<file path="config.mk">
export PLATFORM = sky130hd
export DESIGN_NAME = stopwatch_ctrl_flat
export DESIGN_NICKNAME = d
export VERILOG_FILES = /design/src/rtl/stopwatch_ctrl_if.sv /design/src/rtl/stopwatch_ctrl.sv /design/src/flat_wrapper.sv
export SDC_FILE = /design/constraint.sdc
export NUM_CORES = 1
export LEC_CHECK = 0
export CAP_MARGIN = 5
export CORE_UTILIZATION = 61
export DETAILED_ROUTE_END_ITERATION = 8
export PLACE_DENSITY = 0.81
export RECOVER_POWER = 25
export SLEW_MARGIN = 20
export SYNTH_ARGS = -nofsm -noshare
export SYNTH_HDL_FRONTEND = slang
export SYNTH_SLANG_ARGS = --single-unit
</file>
<file path="constraint.sdc">
create_clock -name CLK -period 4.5 [get_ports CLK]
set_input_delay 0.45 -clock CLK [delete_from_list [all_inputs] [get_ports CLK]]
set_output_delay 0.45 -clock CLK [all_outputs]
set_load 0.01 [all_outputs]
</file>
<file path="src/rtl/stopwatch_ctrl_if.sv">
// Stopwatch control/display bundle: start/stop/clear requests in,
// BCD digits and status flags out.
// Optional lap-hold signals exist only when LAP_HOLD_EN is defined.
interface stopwatch_ctrl_if;
    logic       start;
    logic       stop;
    logic       clear;
    logic [3:0] units;
    logic [3:0] tens;
    logic [3:0] hundreds;
    logic [3:0] thousands;
    logic       running;
    logic       tick;
    logic       overflow;
`ifdef LAP_HOLD_EN
    logic       lap;
    logic       lap_active;

    modport master (
        output start, stop, clear, lap,
        input  units, tens, hundreds, thousands, running, tick, overflow, lap_active
    );
    modport slave (
        input  start, stop, clear, lap,
        output units, tens, hundreds, thousands, running, tick, overflow, lap_active
    );
`else
    modport master (
        output start, stop, clear,
        input  units, tens, hundreds, thousands, running, tick, overflow
    );
    modport slave (
        input  start, stop, clear,
        output units, tens, hundreds, thousands, running, tick, overflow
    );
`endif
endinterface

</file>
<file path="src/rtl/stopwatch_ctrl.sv">
// Stopwatch run/pause/clear controller driving a four-digit cascaded BCD
// counter. A prescaler gated by the FSM produces the count-advance strobe.
// Optional lap-hold display freeze is enabled by defining LAP_HOLD_EN.
module stopwatch_ctrl #(
    parameter int unsigned PRESCALE = 50000000,
    parameter int unsigned PS_W     = 26
) (
    input logic             CLK,
    input logic             RST_N,
    stopwatch_ctrl_if.slave bus
);
    typedef enum logic [1:0] {IDLE = 2'd0, RUN = 2'd1, PAUSE = 2'd2} state_t;

    localparam logic [PS_W-1:0] PS_LAST = PS_W'(PRESCALE - 1);

    state_t          state, state_nxt;
    logic [PS_W-1:0] ps;
    logic [3:0]      u, t, h, th;
    logic [3:0]      u_n, t_n, h_n, th_n;
    logic            c0, c1, c2, c3;
    logic            count_en, adv;
    logic            tick_q, ovf_q;

    // FSM state register
    always_ff @(posedge CLK or negedge RST_N) begin
        if (!RST_N) state <= IDLE;
        else        state <= state_nxt;
    end

    // FSM next state: clear > stop > start, levels sampled every edge
    always_comb begin
        state_nxt = state;
        if (bus.clear) begin
            state_nxt = IDLE;
        end else begin
            case (state)
                IDLE:    if (!bus.stop && bus.start) state_nxt = RUN;
                RUN:     if (bus.stop) state_nxt = PAUSE;
                PAUSE:   if (!bus.stop && bus.start) state_nxt = RUN;
                default: state_nxt = IDLE;
            endcase
        end
    end

    // FSM outputs: prescaler enable, advance strobe and ripple-carry next digits
    always_comb begin
        count_en = (state == RUN) && !bus.clear && !bus.stop;
        adv      = count_en && (ps == PS_LAST);
        c0       = (u == 4'd9);
        c1       = c0 && (t == 4'd9);
        c2       = c1 && (h == 4'd9);
        c3       = c2 && (th == 4'd9);
        u_n      = c0 ? 4'd0 : u + 4'd1;
        t_n      = c0 ? ((t == 4'd9) ? 4'd0 : t + 4'd1) : t;
        h_n      = c1 ? ((h == 4'd9) ? 4'd0 : h + 4'd1) : h;
        th_n     = c2 ? ((th == 4'd9) ? 4'd0 : th + 4'd1) : th;
    end

    // Prescaler, digit chain, tick pulse and sticky overflow
    always_ff @(posedge CLK or negedge RST_N) begin
        if (!RST_N) begin
            ps     <= '0;
            u      <= '0;
            t      <= '0;
            h      <= '0;
            th     <= '0;
            tick_q <= 1'b0;
            ovf_q  <= 1'b0;
        end else if (bus.clear) begin
            ps     <= '0;
            u      <= '0;
            t      <= '0;
            h      <= '0;
            th     <= '0;
            tick_q <= 1'b0;
            ovf_q  <= 1'b0;
        end else begin
            tick_q <= adv;
            if (count_en) begin
                if (adv) ps <= '0;
                else     ps <= ps + 1'b1;
            end
            if (adv) begin
                u  <= u_n;
                t  <= t_n;
                h  <= h_n;
                th <= th_n;
                if (c3) ovf_q <= 1'b1;
            end
        end
    end

    assign bus.running  = (state == RUN);
    assign bus.tick     = tick_q;
    assign bus.overflow = ovf_q;

`ifdef LAP_HOLD_EN
    logic        lap_q;
    logic [15:0] snap;

    // Lap toggle in RUN; entering hold captures the digits currently displayed
    always_ff @(posedge CLK or negedge RST_N) begin
        if (!RST_N) begin
            lap_q <= 1'b0;
            snap  <= '0;
        end else if (bus.clear) begin
            lap_q <= 1'b0;
        end else if ((state == RUN) && bus.lap) begin
            lap_q <= !lap_q;
            if (!lap_q) snap <= {th, h, t, u};
        end
    end

    assign bus.lap_active = lap_q;
    assign {bus.thousands, bus.hundreds, bus.tens, bus.units} = lap_q ? snap : {th, h, t, u};
`else
    assign {bus.thousands, bus.hundreds, bus.tens, bus.units} = {th, h, t, u};
`endif

endmodule

</file>
<file path="src/flat_wrapper.sv">
// flat-port wrapper written by rule: the top's interface ports become plain ports
module stopwatch_ctrl_flat 
#(
    parameter int unsigned PRESCALE = 50000000,
    parameter int unsigned PS_W     = 26
)
  (CLK, RST_N, bus_start, bus_stop, bus_clear, bus_units, bus_tens, bus_hundreds, bus_thousands, bus_running, bus_tick, bus_overflow);
  stopwatch_ctrl_if bus_i ();
  input logic CLK;
  input logic RST_N;
  input wire logic [$bits(bus_i.start)-1:0] bus_start;
  input wire logic [$bits(bus_i.stop)-1:0] bus_stop;
  input wire logic [$bits(bus_i.clear)-1:0] bus_clear;
  output wire logic [$bits(bus_i.units)-1:0] bus_units;
  output wire logic [$bits(bus_i.tens)-1:0] bus_tens;
  output wire logic [$bits(bus_i.hundreds)-1:0] bus_hundreds;
  output wire logic [$bits(bus_i.thousands)-1:0] bus_thousands;
  output wire logic [$bits(bus_i.running)-1:0] bus_running;
  output wire logic [$bits(bus_i.tick)-1:0] bus_tick;
  output wire logic [$bits(bus_i.overflow)-1:0] bus_overflow;
  assign bus_i.start = bus_start;
  assign bus_i.stop = bus_stop;
  assign bus_i.clear = bus_clear;
  assign bus_units = bus_i.units;
  assign bus_tens = bus_i.tens;
  assign bus_hundreds = bus_i.hundreds;
  assign bus_thousands = bus_i.thousands;
  assign bus_running = bus_i.running;
  assign bus_tick = bus_i.tick;
  assign bus_overflow = bus_i.overflow;
  stopwatch_ctrl #(.PRESCALE(PRESCALE), .PS_W(PS_W)) u_core (.CLK(CLK), .RST_N(RST_N), .bus(bus_i));
endmodule
</file>
==> impl_summary.md, run 1 <==
Die
The floorplan has 23 rows. The vertical die dimension is approximately 67 µm. For this design the top-level I/O count stands at 24. The starting density of the core is 64.0%.

The floorplan step defined a die boundary enclosing 4490 µm². The die is 67.0 µm wide. The placeable core region is between 4000 and 5000 µm².

STA
Setup repair after global routing left no endpoint under its margin. After routing, the total negative slack on setup checks comes to 0 ns. Of the available clock period, the critical path in the final layout requires 59.1%. The final hold violation count is 0.

The clock skew is roughly 0.0082 ns. The worst-margin pin slew is around 2.4 ns. The final count of pins violating max slew is 47. Counting I/O delays and the setup requirement, the final critical path takes roughly 2.7 ns. The worst-case setup margin in the final layout is approximately 1.8 ns. The total of endpoints with negative setup slack in the final report is 0. The achievable clock frequency is between 300 and 400 MHz. The worst slew margin relative to its limit is -58.4%. The final hold slack is between 0.5 and 0.6 ns.

Synthesis
Of the synthesized area, sequential elements account for 44.6%. During synthesis, Yosys emitted a total of 0 warnings. The net count of the mapped netlist is 290.

The area share of the largest cell type after synthesis is 44.6%. The mean post-synth cell area is 9.38 µm². By area the synthesized netlist is led by sky130_fd_sc_hd__dfrtp_1 (45%), sky130_fd_sc_hd__nor2_1 (6.5%), sky130_fd_sc_hd__xnor2_1 (5.4%).

The biggest area contributor in the post-synthesis netlist is sky130_fd_sc_hd__dfrtp_1. Among all flip-flop cells after synthesis, the most frequent one is sky130_fd_sc_hd__dfrtp_1. Synthesis produced a netlist whose cell count is between 200 and 300.

The synthesized cell area is around 2600 µm². The flop and latch count out of synthesis is 46. The number of different library cells used by synthesis comes to 47. The share of async-settable or async-resettable flops after synthesis is 100%. In this run, synthesis inferred 0 flip-flops with an integrated enable.

Cells and area
The area growth from synthesis to layout is 12.9%. The filler cells instantiated in the layout total between 300 and 400. 0 antenna diodes ended up in the layout. Cells fill 72.3% of the core in the end. The cell area after layout is between 2000 and 3000 µm². The multi-input combinational cells in the finished layout cover a total of 1360 µm². The proportion of layout cells with a drive suffix above 1 is under 10%. The number of nets at the end of the flow is between 300 and 400. The area used by sequential logic in the layout is 1150 µm².

Clock network
After clock tree synthesis, the setup repair step added 0 buffers. Post-CTS repair changed the size of 0 cells. CTS placed an instance of sky130_fd_sc_hd__clkbuf_8 at the clock tree root.

The hold buffer count at CTS is 0. The clock tree buffer depth is 2. CTS saw 46 sinks. The clock tree from TritonCTS is built.

The total clock buffers created by CTS is 5. In this run the number of H-tree levels came out at 2. The later-pin clock latency in the skew report is around 0.3 ns. Clock-pin slew was measured on the worst setup and hold paths at around 0.08 ns.

Placement
Before CTS, the worst setup slack after placement is between 1.5 and 2 ns. The detailed placer's ending HPWL is about 3600 µm. Routability-driven placement finished with a final weighted congestion of roughly 0.8. After detailed placement, the total cell area comes to 2840 µm². The count of buffers added on input and output ports is 23.

Power
Dividing total power by cell area gives a power density of 234 nW/µm². Summed over all cells, the static leakage comes to between 1 and 1.5 nW. The maximum vdd ir drop is between 0.2 and 0.25 mV.

Worst setup path
By startpoint and endpoint, the worst setup path is classified as in2reg. At the worst endpoint, the required time is between 4 and 5 ns. The largest driver fanout on the critical path is 28. The sort of element at the start of the critical path is an input pin. At the worst endpoint, the arrival time is between 2 and 3 ns.

The worst setup path is captured at a flip-flop.

Drt
The count of antenna-violating nets left after detailed routing is 0. The first-iteration detailed-routing DRC count is between 100 and 150. The detailed-router iteration count before antenna repair is 4. For this block, the routed nets add up to between 5000 and 6000 µm of wire.

Summing over every cut layer, the via total after detailed routing is 2035. In the routed layout, each cell is associated on average with a via count of about 5.9. In the routed design, unresolved DRC markers number 0.

The average wire per standard cell is approximately 15 µm.

Outcome
The checks that failed: max-capacitance violations, max-slew violations. The flow ran to the end, but the final reports show violations.

GRT
The total global routing track utilization is 25.7%. The via count of the first global-routing pass is a little under 2k. The remaining global-route overflow is 0. Entering global routing, the biggest net connects 47 pins. The number of antenna violations at the first check in global routing is 0.

The first global-routing pass estimated approximately 8600 µm of wire.

Job
Across the run, the number of max-cap violations was 1.

Hold path
The tightest min-delay check is of the reg2reg type.
## path summary, 6_finish.rpt
check                                                start                                 end  slack, ns  cells after the start
max in group asynchronous                            RST_N           u_core.ps[10]$_DFFE_PN0P_       2.28                      1
max reg2reg                      u_core.ps[10]$_DFFE_PN0P_           u_core.ps[10]$_DFFE_PN0P_       2.00                      5
min                        u_core.bus.overflow$_DFFE_PN0P_     u_core.bus.overflow$_DFFE_PN0P_       0.51                      2
min in group asynchronous                            RST_N  u_core.bus.hundreds[3]$_DFFE_PN0P_       0.87                      1
max                                              bus_clear           u_core.ps[10]$_DFFE_PN0P_       1.84                      7
min reg2reg                u_core.bus.overflow$_DFFE_PN0P_     u_core.bus.overflow$_DFFE_PN0P_       0.51                      2
## cells in the mapped netlist (7+ instances only)
library cell,n
sky130_fd_sc_hd__dfrtp_1,46
sky130_fd_sc_hd__nor2_1,45
sky130_fd_sc_hd__nand2_1,26
sky130_fd_sc_hd__xnor2_1,16
sky130_fd_sc_hd__nand3_1,14
sky130_fd_sc_hd__a21oi_1,10
sky130_fd_sc_hd__ha_1,10
sky130_fd_sc_hd__nor3_1,10
sky130_fd_sc_hd__nand4_1,9
sky130_fd_sc_hd__xor2_1,8
sky130_fd_sc_hd__inv_1,7
## placed cells by master, fill, tap and decap left out, types with 2 or more instances in the layout
cell type / synthesis / routed
sky130_fd_sc_hd__clkinv_2: 0 / 2
sky130_fd_sc_hd__nor4_2: 2 / 2
sky130_fd_sc_hd__nor3_1: 10 / 10
sky130_fd_sc_hd__or3_1: 6 / 6
sky130_fd_sc_hd__a31oi_1: 2 / 2
sky130_fd_sc_hd__a21oi_1: 10 / 10
sky130_fd_sc_hd__xnor2_1: 16 / 16
sky130_fd_sc_hd__o2111ai_1: 3 / 3
sky130_fd_sc_hd__nor2_1: 45 / 45
sky130_fd_sc_hd__buf_4: 0 / 2
sky130_fd_sc_hd__nor2b_1: 4 / 4
sky130_fd_sc_hd__or4_1: 2 / 2
sky130_fd_sc_hd__clkdlybuf4s50_1: 0 / 22
sky130_fd_sc_hd__and3b_1: 3 / 3
sky130_fd_sc_hd__nand3_1: 14 / 14
sky130_fd_sc_hd__nand2_1: 26 / 26
sky130_fd_sc_hd__nand4_1: 9 / 9
sky130_fd_sc_hd__xor2_1: 8 / 8
sky130_fd_sc_hd__and4_1: 3 / 3
sky130_fd_sc_hd__dfrtp_1: 46 / 46
sky130_fd_sc_hd__o21ai_0: 4 / 4
sky130_fd_sc_hd__nor4_1: 6 / 6
sky130_fd_sc_hd__nor3b_1: 3 / 3
sky130_fd_sc_hd__ha_1: 10 / 10
sky130_fd_sc_hd__mux2i_1: 6 / 6
sky130_fd_sc_hd__inv_1: 7 / 7
sky130_fd_sc_hd__clkbuf_8: 0 / 5
## report_power, final
part | switching (W) | internal (W) | total, W
Clock | 0.000131 | 0.000104 | 0.000236
Combinational | 0.0000218 | 0.00000774 | 0.0000295
Sequential | 0.00000161 | 0.000414 | 0.000416
Total | 0.000155 | 0.000526 | 0.000681
## flip-flops by register name, indices dropped and copies added (netlist names)
signal and flops:
u_core.bus.thousands 4, u_core.ps 26, u_core.bus.units 4, u_core.bus.tens 4, u_core.bus.overflow 1, u_core.state 2, u_core.bus.tick 1, u_core.bus.hundreds 4
## area by class of cell
class                   instances  area share [%]
clock buffers                   5            2.36
clock inverters                 2           0.344
inverters                       7           0.902
multi-input cells             212            46.5
flip-flops and latches         46            39.5
well taps                      50            2.15
repair buffers                 25            8.20
## through the flow
step	power, W	std cells
finish	0.000681	347
global route	0.000708	347
CTS	0.000686	347
detailed placement	0.000454	340
global placement	0.000454	340
floorplan	0.000438	275
## logic make-up after synthesis
kind of cell | Yosys count | synth area share, %
simple gates | 143 | 29.7
flops | 46 | 44.6
compound gates | 28 | 7.08
xor+xnor | 24 | 8.15
buf+inv | 17 | 2.86
fa+ha+maj | 10 | 4.85
mux | 7 | 2.76
## per-layer routing
metal  wire length (µm)  track usage [%]
met1               2430             32.8
met2               2450             42.4
met3                172             5.48
met4                 55             9.04
met5                  0                0
## critical path, stage by stage
cell and delay (ns):
sky130_fd_sc_hd__clkdlybuf4s50_1 0.39, sky130_fd_sc_hd__buf_4 0.23, sky130_fd_sc_hd__nor4b_4 0.31, sky130_fd_sc_hd__nand4_2 0.18
sky130_fd_sc_hd__or3_1 0.48, sky130_fd_sc_hd__nand2_1 0.60, sky130_fd_sc_hd__nor2_1 0.13
Note: power is estimated with default switching activity, not from simulation.
==> run 2: changes to the inputs <==
CORE_UTILIZATION = 52   (was 61)
PLACE_DENSITY = 0.73   (was 0.81)
clock period = 2.4 ns   (was 4.5 ns; I/O delays follow)
==> impl_summary.md, run 2 (synthesis gave the netlist of run 1 again) <==
Clock network
The root buffer cell is sky130_fd_sc_hd__clkbuf_8. The total setup buffers inserted after CTS is 0 (unchanged). The number of sinks driven by the clock tree is 46 (unchanged). The H-tree depth is 2 (unchanged). The later-pin clock latency in the skew report is 0.30 ns (about the same). The CTS clock-pin slew for the worst setup and hold paths is 0.08 ns (about the same). The hold buffer count at CTS came to 1 (+1). The total clock buffers created by CTS is 5 (unchanged).

The number of cells upsized or downsized after cts came to 0 (unchanged). The clock tree from TritonCTS is built. The clock tree buffer depth is 2 (unchanged).

Placement
The final RePlAce weighted congestion was 0.845 (+5.7%). The count of buffers inserted at the top-level ports is 23 (unchanged). The total cell area at the placement stage is 2970 µm² (+4.6%). The detailed placer's ending HPWL is 3830 µm (+7.2%).

Power
The leakage component of the power came to 1.24 nW (+5.7%). The maximum vdd ir drop is 0.273 mV (+13%). The power density of the placed cells came to 425 nW/µm² (+82%).

GRT
The remaining global-route overflow was 0 (unchanged). The pin count of the biggest net entering global routing is 31 (-34%). The first-pass GRT wire length was 9290 µm (+8.1%).

The total global routing track utilization is 23.2% (-2.5 points). The number of antenna violations at the first check in global routing is 0 (unchanged). The via count of the first global-routing pass is 2025 (+3.3%).

STA
The clock skew came to 0.0133 ns (+0.00511 ns). The summed negative setup slack over all endpoints is 0 ns (unchanged). The total of endpoints with negative setup slack in the final report is 0 (unchanged). The worst slew margin relative to its limit was 37.6% (+96 points). The final hold violation count was 0 (unchanged). The minimum period implied by the final worst setup slack is ~2.2 ns. Setup repair after global routing left no endpoint under its margin. The final count of pins violating max slew is 0 (-100%). For this run, the top clock speed supported by timing is roughly 460 MHz. The worst-margin pin slew came to 0.936 ns (-1.44 ns). The final clock period utilization by the worst path is 91.4%.

Worst setup path
The worst setup path is of the reg2reg kind. The required time of the critical path is 2.65 ns (-1.99 ns). The arrival time at the worst endpoint is 2.44 ns (-0.36 ns). STA classifies the critical path startpoint as a flip-flop. The worst setup path is captured at a flip-flop.

The largest driver fanout on the critical path was 4 (-86%).

Cells and area
The top cell types in the final layout, fill and taps aside, are sky130_fd_sc_hd__dfrtp_1 (46), sky130_fd_sc_hd__nor2_1 (45), sky130_fd_sc_hd__nand2_1 (26). The fill cell total of the finished layout is 422 (+40%). The library cell used most frequently in the layout, excluding fill and tap cells, is sky130_fd_sc_hd__dfrtp_1. The cell area after layout came to 3050 µm² (+4.7%). The proportion of layout cells with a drive suffix above 1 was 9.65% (+3.2 points). The number of diodes added for antenna fixing was 0 (unchanged). The area growth from synthesis to layout is 18.2%.

The number of flip-flops in the largest register is 26 (unchanged). The number of nets at the end of the flow is 326 (+4.5%). The register bank with the most flops is u_core.ps.

The final core utilization was 64.1% (-8.2 points).

Drt
The count of antenna-violating nets left after detailed routing is 0 (unchanged). The via count is 2141 (+5.2%). The average wire per standard cell was 14.4 µm (-2.4%). The wire length after detailed routing is 5430 µm (+6.3%). The first-iteration detailed-routing DRC count came to 79 (-46%). The detailed-route DRC error count came to 0 (unchanged). The detailed-router iteration count before antenna repair is 4 (unchanged). The vias per cell is 5.66 (-3.4%).

Job
The max-cap check violation count is 0 (-1).

Die
The starting density of the core was 54.3% (-9.8 points). The die span in x is 72.4 µm (+8.1%). The floorplan row count was 25 (+8.7%). The overall die area is 5250 µm² (+17%).

The vertical die dimension came to 72.4 µm (+8.1%). The boundary pin count is 24 (unchanged). The placeable core region is 4750 µm² (+18%).

Outcome
The flow ran to the end, and the final reports show no timing, DRC or antenna violations.

Hold path
The worst min-delay path category is reg2reg.
[run 2: critical path, stage by stage, from the launching register on]
cell,delay [ns]
sky130_fd_sc_hd__dfrtp_1,0.43
sky130_fd_sc_hd__nor4_2,0.44
sky130_fd_sc_hd__nand4_2,0.21
sky130_fd_sc_hd__or4_4,0.52
sky130_fd_sc_hd__or4_1,0.47
sky130_fd_sc_hd__nand2_1,0.07
[run 2: metrics by stage]
stage               hold slack (ns)  setup WS, ns  cells  power, W
finish                        0.518         0.205    378   0.00130
global route                  0.559        0.0743    378   0.00134
CTS                           0.394         0.176    378   0.00131
detailed placement            0.186        0.0249    370  0.000861
global placement              0.177        0.0486    370  0.000859
floorplan                   -0.0556         0.254    275  0.000821
[run 2: final timing paths]
kind	from	end	slack (ns)	cells after the start
max reg2reg	u_core.ps[11]$_DFFE_PN0P_	u_core.bus.hundreds[1]$_DFFE_PN0P_	0.21	5
max	u_core.ps[11]$_DFFE_PN0P_	u_core.bus.hundreds[1]$_DFFE_PN0P_	0.21	5
min in group asynchronous	RST_N	u_core.state[0]$_DFFE_PN0P_	0.59	2
max in group asynchronous	RST_N	u_core.bus.thousands[1]$_DFFE_PN0P_	0.52	3
min reg2reg	u_core.bus.overflow$_DFFE_PN0P_	u_core.bus.overflow$_DFFE_PN0P_	0.52	2
min	u_core.bus.overflow$_DFFE_PN0P_	u_core.bus.overflow$_DFFE_PN0P_	0.52	2
[run 2: cell type report]
| cell class | count | area [µm²] | area share, % |
|---|---|---|---|
| Inverter | 7 | 26.3 | 0.862 |
| Timing Repair Buffer | 39 | 357 | 11.7 |
| Clock buffer | 7 | 76.3 | 2.50 |
| Sequential cell | 46 | 1150 | 37.8 |
| Tap cell | 67 | 83.8 | 2.75 |
| Multi-Input combinational cell | 212 | 1360 | 44.4 |
[run 2: per-layer routing]
layer / wire [µm] / GRT usage [%] / share of wire, % / vias to the layer above
met5: 0 / 0 / 0 / -
met4: 57 / 9.59 / 1.1 / 0
met3: 190 / 3.33 / 3.5 / 5
met2: 2600 / 38.9 / 48 / 40
met1: 2570 / 30.0 / 47 / 1060
li1: - / - / - / 1036
[run 2: power by group]
part | switching [W] | internal (W) | leakage, nW | total [W]
Sequential | 0.00000307 | 0.000776 | 0.642 | 0.000779
Combinational | 0.0000442 | 0.0000212 | 0.562 | 0.0000654
Clock | 0.000249 | 0.000201 | 0.0383 | 0.000450
==> variant, RTL diff (settings of run 2) <==
Re-encode `state_t` (3 states) as one-hot, 3 bits wide.
--- a/src/rtl/stopwatch_ctrl.sv
+++ b/src/rtl/stopwatch_ctrl.sv
@@ -11,3 +11,3 @@
 );
-    typedef enum logic [1:0] {IDLE = 2'd0, RUN = 2'd1, PAUSE = 2'd2} state_t;
+    typedef enum logic [2:0] {IDLE = 3'b001, RUN = 3'b010, PAUSE = 3'b100} state_t;
 
Check against the original RTL: no difference found for any inputs over 10 cycles, from zero or initial values and one cycle with RST_N low; not proved beyond that.
==> variant against run 2 <==
  * The run now ends with max-capacitance violations, max-slew violations left
  * Sequential share of layout area fell by 0.96 points
  * Fmax grew 6.2%
  * Design area grew 5.0%
  * Total power rose by 9.9%
  * Sequential cell count rose by 1
  * Routed wire length grew 4.1%
  * Worst setup slack improved by 0.13 ns
  * Area after synthesis increased by 5.5%
  * Critical path type unchanged
==> variant: results (changes against run 2) <==
* Status: finished, violations left (was completed)
* Failing checks: max-capacitance violations, max-slew violations
* Global-route wire length before repair at 9.79 mm (was 9.29 mm)
* Share of layout cells above drive strength 1 at 0.114 (was 0.0965)
* Maxcap violations at 1 (was 0)
* Clock Path Buffers at 2 (unchanged)
* Antenna Cells at 0 (unchanged)
* Clock skew at 0.00948 ns (was 0.0133 ns)
* Crit-path leading delay family: simple AND/OR/NAND/NOR gates (unchanged)
* Post-Synth XOR/XNOR Area at 0.0643 (was 0.0815)
* Wire length on met3 at 117 um (was 190 um)
* Routability Congestion at 0.903 (was 0.845)
* Critical path's slowest cell: dfrtp_1 (was or4_4)
* Placement-stage cell area at 3090 um^2 (was 2970 um^2)
* Top cells by area, synth: dfrtp_1, nor2_1, xor2_1 (was dfrtp_1, nor2_1, xnor2_1)
* P_leak at 0.00139 uW (was 0.00124 uW)
* Port bufs at 23 (unchanged)
* Met2 Wirelength at 2.80 mm (was 2.60 mm)
* Compound-cell area share of the yosys netlist at 0.104 (was 0.0708)
* Synth Area in Adders at 0.0460 (was 0.0485)
* CTS clock-pin slew for the worst setup and hold paths at 0.09 ns
* Biggest register: u_core.ps (unchanged)
* Wl on met1 at 2.66 mm (was 2.57 mm)
* Synthesized net count at 296 (was 290)
* # fillers at 451 (was 422)
* Vias in the first global route at 2,118 (was 2,025)
* CP arrival at 2.25 ns (was 2.44 ns)
* Crit-path max FO at 24 (was 4)
* Ys flop type: dfrtp_1 (unchanged)
* Synth warnings at 0 (unchanged)
* Post-CTS sizing at 0 (unchanged)
* H-Tree Depth at 2 (unchanged)
* GR Util All Layers at 0.231 (was 0.232)
* Commonest cells in the netlist: dfrtp_1, nor2_1, nand2_1 (unchanged)
* Vias per cell at 5.69 (was 5.66)
* Sw Pwr at 300 uW (was 297 uW)
* Yosys cell types at 50 (was 47)
* Clk root buf: clkbuf_8 (unchanged)
* Total wire length at 5.65 mm (was 5.43 mm)
* Largest net degree at the start of global routing at 31 (unchanged)
* Fin nets at 330 (was 326)
* Clock latency on the worst-skew pair at 0.30 ns (about the same)
* Worst hold path type: flip-flop to flip-flop (unchanged)
* Critical Path Max Stage Delay at 0.45 ns (was 0.52 ns)
* Antenna violations before repair at 0 (unchanged)
* Max reg flops at 26 (unchanged)
* Worst slew margin at -0.0668 (was 0.376)
* P per Cell Area at 445 nW/um^2 (was 425 nW/um^2)
* DR iter-0 viols at 112 (was 79)
* Multiplexer area fraction after synthesis at 0.0257 (was 0.0276)
* First drt pass iteration count at 4 (unchanged)
* Sequential area share after synthesis at 0.432 (was 0.446)
* Pins Over Slew Limit at 31 (was 0)
* Post-DP HPWL at 4.10 mm (was 3.83 mm)
* Maximum vdd drop at 0.259 mV (was 0.273 mV)
* Total CTS buffers at 5 (unchanged)
[variant: cell types whose count changed after synthesis, moves of 5 or more]
cell	delta
xnor2_1	-11
a21oi_1	+5
o21ai_0	+5
nand2_1	-8
nand3_1	-5
nor3_1	-8
and3_1	+5
xor2_1	+7
[variant: final cells by class]
cell class / instances / area, um^2 / area share
Multi-Input combinational cell: 218 / 1470 / 0.461
Sequential cell: 47 / 1180 / 0.368
Timing Repair Buffer: 35 / 329 / 0.103
Tap cell: 67 / 83.8 / 0.0262
Clock buffer: 7 / 76.3 / 0.0238
Clock inverter: 1 / 30.0 / 0.00938
Inverter: 8 / 30.0 / 0.00938
[variant: repair_timing]
item                                   4_1_cts  5_1_grt
endpoints found under the hold margin       27        0
hold buffers                                 1        0
buffers inserted                             0        0
[variant: per-stage QoR]
stage	std cells	hold WS (ns)	worst slack [ns]
CTS	383	0.510	0.323
finish	383	0.506	0.333
floorplan	281	-0.0556	0.475
detailed placement	374	0.309	0.107
global route	383	0.547	0.143
global placement	374	0.304	0.131
[variant: power groups by stage]
stage | Sequential, uW | Combinational [uW] | Clock, uW
after floorplan | 812 | 19.7 | 0
after global placement | 812 | 55.8 | 0
after detailed placement | 812 | 56.4 | 0
after CTS | 797 | 57.8 | 590
after global routing | 797 | 63.7 | 620
final | 797 | 55.7 | 571
[variant: worst min-delay path, cell delays in order (launching register included)]
cell     delay, ns
dfrtp_1       0.35
a21oi_1       0.04
nor2_1        0.07
[variant: kinds of logic after synthesis]
group                      Yosys count
buffers and inverters               16
muxes                                7
DFF                                 47
adders and majority gates           10
and+or+nand+nor                    137
AOI/OAI and AO/OA                   44
xor gates and xnor gates            20
[variant: routing by layer]
layer  vias up  track usage
met3         6       0.0285
met4         0       0.0839
met2        30        0.379
met1      1078        0.313
li1       1066            -
met5         -            0
[variant: final timing paths]
path,startpoint,end,slack (ns),depth (start not counted)
worst max-delay path,u_core.ps[11],u_core.ps[9],0.33,6
worst min-delay path,u_core.bus.overflow,u_core.bus.overflow,0.51,2
worst max register to register,u_core.ps[11],u_core.ps[9],0.33,6
worst min register to register,u_core.bus.overflow,u_core.bus.overflow,0.51,2
max in group asynchronous,RST_N,u_core.ps[6],0.60,2
min in group asynchronous,RST_N,u_core.ps[16],0.87,2
